==> src/rtl/segment_scan_ctrl.sv <==
// rtl/segment_scan_ctrl.sv - scan scheduler for a 4-digit 7-segment time display
//
// Samples a {high[11:6], low[5:0]} time word once per scan frame, converts each
// field to BCD with a subtract-10 loop, and multiplexes the four digits over an
// 8-phase frame (odd phases blank).
//
// Ports:
//   clock       in   system clock
//   reset       in   asynchronous active-high reset
//   enable      in   scan run enable; low blanks the display and freezes the scan
//   data_show   in   12-bit time word
//   byte_status out  current scan phase 0..7
//   bytee       out  one-hot digit enable
//   segment     out  segment lines, bit0=a .. bit6=g
//   busy        out  BCD converter running
module segment_scan_ctrl #(
    parameter int unsigned SCAN_DIV = 1024
) (
    input  logic        clock,
    input  logic        reset,
    input  logic        enable,
    input  logic [11:0] data_show,
    output logic [2:0]  byte_status,
    output logic [3:0]  bytee,
    output logic [6:0]  segment,
    output logic        busy
);

    typedef enum logic [1:0] {IDLE, CONV_LO, CONV_HI, DONE} conv_state_e;

    localparam logic [15:0] DIV_LAST = 16'(SCAN_DIV - 1);

    logic [15:0] div_q;
    logic [2:0]  phase_q;
    logic [3:0]  bytee_q, bytee_d;
    logic [6:0]  segment_q, segment_d;

    conv_state_e state_q, state_d;
    logic        load_q, load_d;
    logic [11:0] sample_q, sample_d;
    logic [5:0]  rem_q, rem_d;
    logic [3:0]  tens_q, tens_d;

    // {tens, ones} per field; oor bit0 = low field, bit1 = high field
    logic [7:0]  pend_lo_q, pend_lo_d, pend_hi_q, pend_hi_d;
    logic [1:0]  pend_oor_q, pend_oor_d;
    logic [7:0]  com_lo_q, com_hi_q;
    logic [1:0]  com_oor_q;

    logic        tick, frame;
    logic [3:0]  digit;
    logic        dash;

    assign tick  = (div_q == DIV_LAST) && enable;
    assign frame = tick && (phase_q == 3'd7);

    assign byte_status = phase_q;
    assign bytee       = bytee_q;
    assign segment     = segment_q;
    assign busy        = (state_q != IDLE);

    function automatic logic [6:0] seg_encode(input logic [3:0] d);
        case (d)
            4'd0:    seg_encode = 7'h3F;
            4'd1:    seg_encode = 7'h06;
            4'd2:    seg_encode = 7'h5B;
            4'd3:    seg_encode = 7'h4F;
            4'd4:    seg_encode = 7'h66;
            4'd5:    seg_encode = 7'h6D;
            4'd6:    seg_encode = 7'h7D;
            4'd7:    seg_encode = 7'h07;
            4'd8:    seg_encode = 7'h7F;
            4'd9:    seg_encode = 7'h6F;
            default: seg_encode = 7'h00;
        endcase
    endfunction

    // Divider and phase freeze while enable is low so the scan resumes in place.
    always_ff @(posedge clock or posedge reset) begin
        if (reset) begin
            div_q   <= '0;
            phase_q <= '0;
        end else if (enable) begin
            if (div_q == DIV_LAST) begin
                div_q   <= '0;
                phase_q <= phase_q + 3'd1;
            end else begin
                div_q <= div_q + 16'd1;
            end
        end
    end

    always_comb begin
        bytee_d   = 4'b0000;
        segment_d = 7'h00;
        digit     = 4'd0;
        dash      = 1'b0;
        if (enable) begin
            case (phase_q)
                3'd0: begin bytee_d = 4'b0001; digit = com_lo_q[3:0]; dash = com_oor_q[0]; end
                3'd2: begin bytee_d = 4'b0010; digit = com_lo_q[7:4]; dash = com_oor_q[0]; end
                3'd4: begin bytee_d = 4'b0100; digit = com_hi_q[3:0]; dash = com_oor_q[1]; end
                3'd6: begin bytee_d = 4'b1000; digit = com_hi_q[7:4]; dash = com_oor_q[1]; end
                default: ;
            endcase
            if (bytee_d != 4'b0000) begin
                segment_d = dash ? 7'h40 : seg_encode(digit);
            end
        end
    end

    // Converter: the first CONV_LO cycle loads the low field; each field store
    // also loads the next field so CONV_HI starts evaluating immediately.
    always_comb begin
        state_d    = state_q;
        load_d     = 1'b0;
        sample_d   = sample_q;
        rem_d      = rem_q;
        tens_d     = tens_q;
        pend_lo_d  = pend_lo_q;
        pend_hi_d  = pend_hi_q;
        pend_oor_d = pend_oor_q;
        case (state_q)
            IDLE, DONE: begin
                state_d = IDLE;
                if (frame) begin
                    state_d  = CONV_LO;
                    sample_d = data_show;
                    load_d   = 1'b1;
                end
            end
            CONV_LO: begin
                if (load_q) begin
                    rem_d  = sample_q[5:0];
                    tens_d = 4'd0;
                end else if (rem_q > 6'd59) begin
                    pend_lo_d     = 8'h00;
                    pend_oor_d[0] = 1'b1;
                    rem_d         = sample_q[11:6];
                    tens_d        = 4'd0;
                    state_d       = CONV_HI;
                end else if (rem_q >= 6'd10) begin
                    rem_d  = rem_q - 6'd10;
                    tens_d = tens_q + 4'd1;
                end else begin
                    pend_lo_d     = {tens_q, rem_q[3:0]};
                    pend_oor_d[0] = 1'b0;
                    rem_d         = sample_q[11:6];
                    tens_d        = 4'd0;
                    state_d       = CONV_HI;
                end
            end
            CONV_HI: begin
                if (rem_q > 6'd59) begin
                    pend_hi_d     = 8'h00;
                    pend_oor_d[1] = 1'b1;
                    state_d       = DONE;
                end else if (rem_q >= 6'd10) begin
                    rem_d  = rem_q - 6'd10;
                    tens_d = tens_q + 4'd1;
                end else begin
                    pend_hi_d     = {tens_q, rem_q[3:0]};
                    pend_oor_d[1] = 1'b0;
                    state_d       = DONE;
                end
            end
            default: state_d = IDLE;
        endcase
    end

    // Commit reads the pending registers before this edge's converter write.
    always_ff @(posedge clock or posedge reset) begin
        if (reset) begin
            bytee_q    <= '0;
            segment_q  <= '0;
            state_q    <= IDLE;
            load_q     <= 1'b0;
            sample_q   <= '0;
            rem_q      <= '0;
            tens_q     <= '0;
            pend_lo_q  <= '0;
            pend_hi_q  <= '0;
            pend_oor_q <= '0;
            com_lo_q   <= '0;
            com_hi_q   <= '0;
            com_oor_q  <= '0;
        end else begin
            bytee_q    <= bytee_d;
            segment_q  <= segment_d;
            state_q    <= state_d;
            load_q     <= load_d;
            sample_q   <= sample_d;
            rem_q      <= rem_d;
            tens_q     <= tens_d;
            pend_lo_q  <= pend_lo_d;
            pend_hi_q  <= pend_hi_d;
            pend_oor_q <= pend_oor_d;
            if (frame) begin
                com_lo_q  <= pend_lo_q;
                com_hi_q  <= pend_hi_q;
                com_oor_q <= pend_oor_q;
            end
        end
    end

endmodule

==> config.mk <==
export PLATFORM = sky130hd
export DESIGN_NAME = segment_scan_ctrl
export DESIGN_NICKNAME = d
export VERILOG_FILES = /design/src/rtl/segment_scan_ctrl.sv
export SDC_FILE = /design/constraint.sdc
export NUM_CORES = 1
export LEC_CHECK = 0
export CAP_MARGIN = 10
export CORE_ASPECT_RATIO = 0.5
export CORE_MARGIN = 1.5
export CORE_UTILIZATION = 51
export CTS_CLUSTER_SIZE = 30
export DETAILED_ROUTE_END_ITERATION = 8
export GPL_TIMING_DRIVEN = 0
export MAX_ROUTING_LAYER = met4
export PLACE_DENSITY = 0.78
export SETUP_SLACK_MARGIN = 0.05
export SYNTH_ARGS = -nofsm -noshare
export SYNTH_HDL_FRONTEND = slang
export SYNTH_SLANG_ARGS = --single-unit
export TNS_END_PERCENT = 100
==> constraint.sdc <==
create_clock -name clock -period 3.04 [get_ports clock]
set_input_delay 0.304 -clock clock [delete_from_list [all_inputs] [get_ports clock]]
set_output_delay 0.304 -clock clock [all_outputs]
set_load 0.005 [all_outputs]
Word-level counts from Yosys, hierarchy flattened

Memory sizes are Yosys's and may differ from the RTL's.
Cells that the tools add are included.

Register bits after elaboration: 91
Bits in read-only memories: 112
Output and inout bits: 15
Memories: 1

Memories:

| memory          | words | bits a word | rd ports | clocked after memory_dff | write ports | line | text |
|---|---|---|---|---|---|---|---|
| (no name shown) | 16    | 7           | 1        | 0                        | 0           | 63   | `case (d)` |

$add $sub $neg: 4
Order comparisons: 2
Equal/unequal tests: 14
Mux-type cells: 36
Bitwise operators: 1
Reduce and logical (&&, ||, !) cells: 16

Operator list:

| kind                                                                   | number |
|---|---|
| 4-bit 2-to-1 mux                                                       | 8 |
| 4-bit case mux with 4 select lines                                     | 2 |
| 6-bit 2-to-1 mux                                                       | 5 |
| 7-bit 2-to-1 mux                                                       | 3 |
| 16-bit by 1-bit adder with 16-bit output (second input constant)       | 1 |
| 16-bit by 10-bit == test with 1-bit output (second input constant)     | 1 |
| 16-bit 2-to-1 mux                                                      | 1 |
| 8-bit 2-to-1 mux                                                       | 2 |
| 6-bit case mux with 2 select lines                                     | 1 |
| 2-bit 2-to-1 mux                                                       | 5 |
| 3-bit == test (second input constant)                                  | 3 |
| 3-bit AND reduction                                                    | 3 |
| 2-bit != test (second input constant)                                  | 4 |
| 4-bit case mux with 2 select lines                                     | 1 |
| 6-bit by 4-bit >= comparator with 1-bit output (second input constant) | 1 |
| 6-bit > comparator (second input constant)                             | 1 |
| 1-bit 2-to-1 mux                                                       | 6 |
| 3-bit != test (second input constant)                                  | 2 |
| 2-bit case mux with 3 select lines                                     | 1 |
| 2-bit AND reduction                                                    | 3 |
| 2-bit OR reduction                                                     | 3 |
| 6-bit by 4-bit subtractor with 6-bit output (second input constant)    | 1 |
| 4-bit by 1-bit adder with 4-bit output (second input constant)         | 1 |
| 2-bit == test (second input constant)                                  | 2 |
| 10 further kinds                                                       | 12 |

Longest topological paths before layout

Word-level depth: 7
Mapped depth: 10

Least setup slack after synthesis

No wires, ideal clock.

Path type: register -> register
From: register div_q[15]
To: register sample_q[0]
Arrival: 2.004 ns
Slack: 0.919 ns
Cell stages (with the launch flop): 7
Path buffers: 1
Clock period less this slack: 2.121 ns
Cells stage by stage: dfrtp_1 > or4_4 > or3_4 > or4_4 > buf_6 > nand2_1 > nand2_1

Cells in the longest elaborated chain, start to end: 4

RTL lines:

| what                                       | line | text |
|---|---|---|
| start, declared                            | 33   | `logic [15:0] div_q;` |
| start signal, assigned                     | 88   | `div_q <= div_q + 16'd1;` |
| 16-bit by 10-bit == test with 1-bit output | 54   | `assign tick = (div_q == DIV_LAST) && enable;` |
| 1-bit logical AND                          | 54   |  |
| 1-bit logical AND                          | 55   | `assign frame = tick && (phase_q == 3'd7);` |
| 2-bit AND reduction (no source line)       | n/a  |  |
| end signal, assigned                       | 192  | `sample_q <= sample_d;` |
| end, declared                              | 40   | `logic [11:0] sample_q, sample_d;` |

Every way passes these cells.
A chain may end at the register's enable or synchronous reset.

Worst setup path in the final report

From: register rem_q[3]
To: register pend_hi_q[5]

Cells in the longest elaborated chain, start to end: 3
Elaborated cells on any way between the ends: 5

RTL lines:

| what                                                                                 | line     | text |
|---|---|---|
| start, declared                                                                      | 41       | `logic [5:0] rem_q, rem_d;` |
| start signal, assigned                                                               | 193      | `rem_q <= rem_d;` |
| 6-bit > comparator or 6-bit by 4-bit >= comparator with 1-bit output (tied branches) | 154, 158 |  |
| 2-bit != test (no source line)                                                       | n/a      |  |
| 2-bit AND reduction (no source line)                                                 | n/a      |  |
| end signal, assigned                                                                 | 196      | `pend_hi_q <= pend_hi_d;` |
| end, declared                                                                        | 45       | `logic [7:0] pend_lo_q, pend_lo_d, pend_hi_q, pend_hi_d;` |

Parallel ways exist; a longest one is shown, timed or not.

==> results_dict.tcl <==
set metrics [dict create \
    outcome "completed" \
    clkSinkCount 91 \
    fill_cells 663 \
    portBuffers 29 \
    leakagePower_nw 2.35 \
    r2r_end "pend_hi_q[5]" \
    syn_nets 438 \
    async_flop_share_pct 100 \
    grt_first_pass_wirelength_um 14300 \
    drive_above_1_share_pct 11.0 \
    cp_cell_sequence "clkbuf_1 -> o21a_1 -> o31ai_1 -> clkbuf_1 -> nand2_1 -> a22o_1" \
    critPathBufInv 2 \
    drtIter0Drc 170 \
    cp.arrival_ps 2710 \
    htreeDepth 3 \
    syn_inst 408 \
    synth.most_common_cell "dfrtp_1" \
    ys_ff_latch 91 \
    die_h_um 67.8 \
    insertedDiodeCount 0 \
    synth.distinct_cells 52 \
    row_count 23 \
    wl_per_cell_um 14.6 \
    grt_pass1_vias 3013 \
    crit_family "compound AO/OA/AOI/OAI gates" \
    seqCellArea_sq_mm 0.00228 \
    rsz0062_at_grt "no" \
    max_freq_mhz 404 \
    io_pins 30 \
    postCtsHoldBufs 0 \
    cts_setup_buffers 0 \
    critical_path.max_stage_delay_ps 580 \
    grt_usage_pct 21.4 \
    yosysTopAreaCell "dfrtp_1" \
    worstMarginPinSlew_ps 684 \
    reg2reg_depth 6 \
    fin_crit_sh_pct 81.5 \
    insertion_delay_ps 340 \
    ir_worst_vdd_mv 0.317 \
    critPathKind "register to register" \
    hpwl_um 5720 \
    required_ps 3270 \
    synth_edf_count 0 \
    timing.reg2reg.setup_slack_ps 560 \
    netlist_top_cells_count "dfrtp_1 (91), nand2_1 (72), o21ai_0 (23)" \
    clockRootBuffer "clkbuf_16" \
    cp_common_cell "clkbuf_1" \
    die_w_um 133 \
    multi_input_area_sq_mm 0.00186 \
    yosysSeqAreaShare_pct 53.2 \
    fp.dieArea_sq_mm 0.00899 \
    cts_buffers 9 \
    final_hold_viol_count 0 \
    cp_num_cells 6 \
    gp_congestion 0.832 \
    setup_viol 0 \
    fin_worst_skew_ps 9.06 \
    dpl.cell_count 551 \
    period_needed_ps 2480 \
    synthTopCellsByArea "dfrtp_1 (53%), nand2_1 (6.3%), mux2_2 (5.5%)" \
    finalSetupTns_ps 0 \
    coreArea_sq_mm 0.00806 \
    cp-end-kind "register" \
    cts_buffer_depth 2 \
    relSlewSlack_pct 54.0 \
    slew_viol_final 0 \
    synthFlopType "dfrtp_1" \
    syn_avg_cell_area_sq_um 10.5 \
    drt-total-wl_um 8260 \
    grt_max_degree 62 \
    stdcell_count 567 \
    synth_top_area_share_pct 53.2 \
    cts_resized 0 \
    worst_r2r_startpoint "rem_q[3]" \
    syn_to_final_growth_pct 18.0 \
    path_clk_slew_ps 60 \
    vias_per_cell 5.48 \
    holdCritPathClass "primary input to asynchronous set/reset pin" \
    p_per_area_mw_per_mm2 506 \
    drc_errors 0 \
    syn_area_sq_mm 0.00428 \
    cp_max_fo 10 \
    yosys_warnings 0 \
    ant_nets 0 \
    drv_cap 0 \
    dr.pass1.iters 4 \
    cp_slowest_cell "o31ai_1" \
    grt.overflow.total 0 \
    cp-start-kind "register" \
    tritoncts "yes" \
    via_count 3106 \
    initial_core_util_pct 53.1 \
    antenna_found_initial 0 \
    final_nets 480 \
]
==> cell type report <==
cell class                 count  area share [%]
sequential                    91            45.1
inverter                      19            1.46
timing repair buffer          31            6.39
clock buffer                  10            4.73
clock inverter                 6            1.29
multi-input combinational    280            36.7
tap                          112            2.77
buffer                        18            1.54
==> placed cells by master, fill, tap and decap left out, types with 4 or more instances in the layout <==
master / count
o22ai_1: 4
nor3_1: 4
a22o_1: 8
clkdlybuf4s50_1: 29
o31ai_1: 4
xnor2_1: 14
inv_1: 18
clkbuf_16: 9
and3_1: 5
nor2b_1: 5
o21ai_0: 23
a22oi_1: 6
nand2_1: 72
mux2_2: 21
clkbuf_1: 15
nor2_1: 21
a21o_1: 4
nand4_1: 6
ha_1: 15
dfrtp_1: 91
a21oi_1: 11
mux2i_1: 4
nand3_1: 7
==> power breakdown <==
group | switching (mW) | leakage, nW | internal [mW] | total, mW
logic | 0.0680 | 0.951 | 0.0694 | 0.137
registers | 0.0480 | 1.25 | 1.26 | 1.30
clock network | 0.458 | 0.148 | 0.659 | 1.12
total | 0.574 | 2.35 | 1.98 | 2.56
==> registers in the layout (all words and copies together), names as in the netlist, 6 cells and up <==
name       flops
com_hi_q       8
com_lo_q       8
div_q         16
pend_hi_q      8
pend_lo_q      8
rem_q          6
sample_q      12
segment        7
==> worst max-delay path by stage <==
stage	start	endpoint	slack, ps
4_1_cts	rem_q[3]	pend_hi_q[5]	570
5_1_grt	byte_status[0]	segment[1]	260
3_3_place_gp	reset	segment[1]	-920
2_1_floorplan	reset	byte_status[0]	370
6_report	rem_q[3]	pend_hi_q[5]	560
3_5_place_dp	enable	com_hi_q[4]	470
==> logic make-up after synthesis <==
| logic type | after synthesis | synth area share (%) |
|---|---|---|
| compound gates | 85 | 13.6 |
| buf+inv | 37 | 3.48 |
| xor+xnor | 17 | 3.48 |
| fa+ha+maj | 15 | 4.38 |
| mux | 26 | 6.72 |
| flops | 91 | 53.2 |
| simple gates | 137 | 15.2 |
==> per-stage QoR <==
stage | power, mW | setup WS [ps] | instance area, sq um | hold slack [ps] | util [%]
floorplan | 1.41 | 372 | 4280 | 416 | -
global placement | 1.45 | -920 | 4710 | 450 | 58.5
detailed placement | 1.46 | 471 | 4750 | 452 | 58.9
CTS | 2.59 | 570 | 5050 | 325 | 62.7
global route | 2.66 | 265 | 5050 | 355 | 62.7
finish | 2.56 | 563 | 5050 | 323 | 62.7
==> routing by layer <==
| layer | share of wire, % | global-route usage, % | up-vias |
|---|---|---|---|
| met5 | 0 | - | - |
| met4 | 0.91 | 6.87 | 0 |
| met3 | 4.4 | 6.08 | 7 |
| met2 | 44 | 34.2 | 67 |
| met1 | 51 | 27.0 | 1515 |
| li1 | - | - | 1517 |
(Power assumes the default switching activity.)
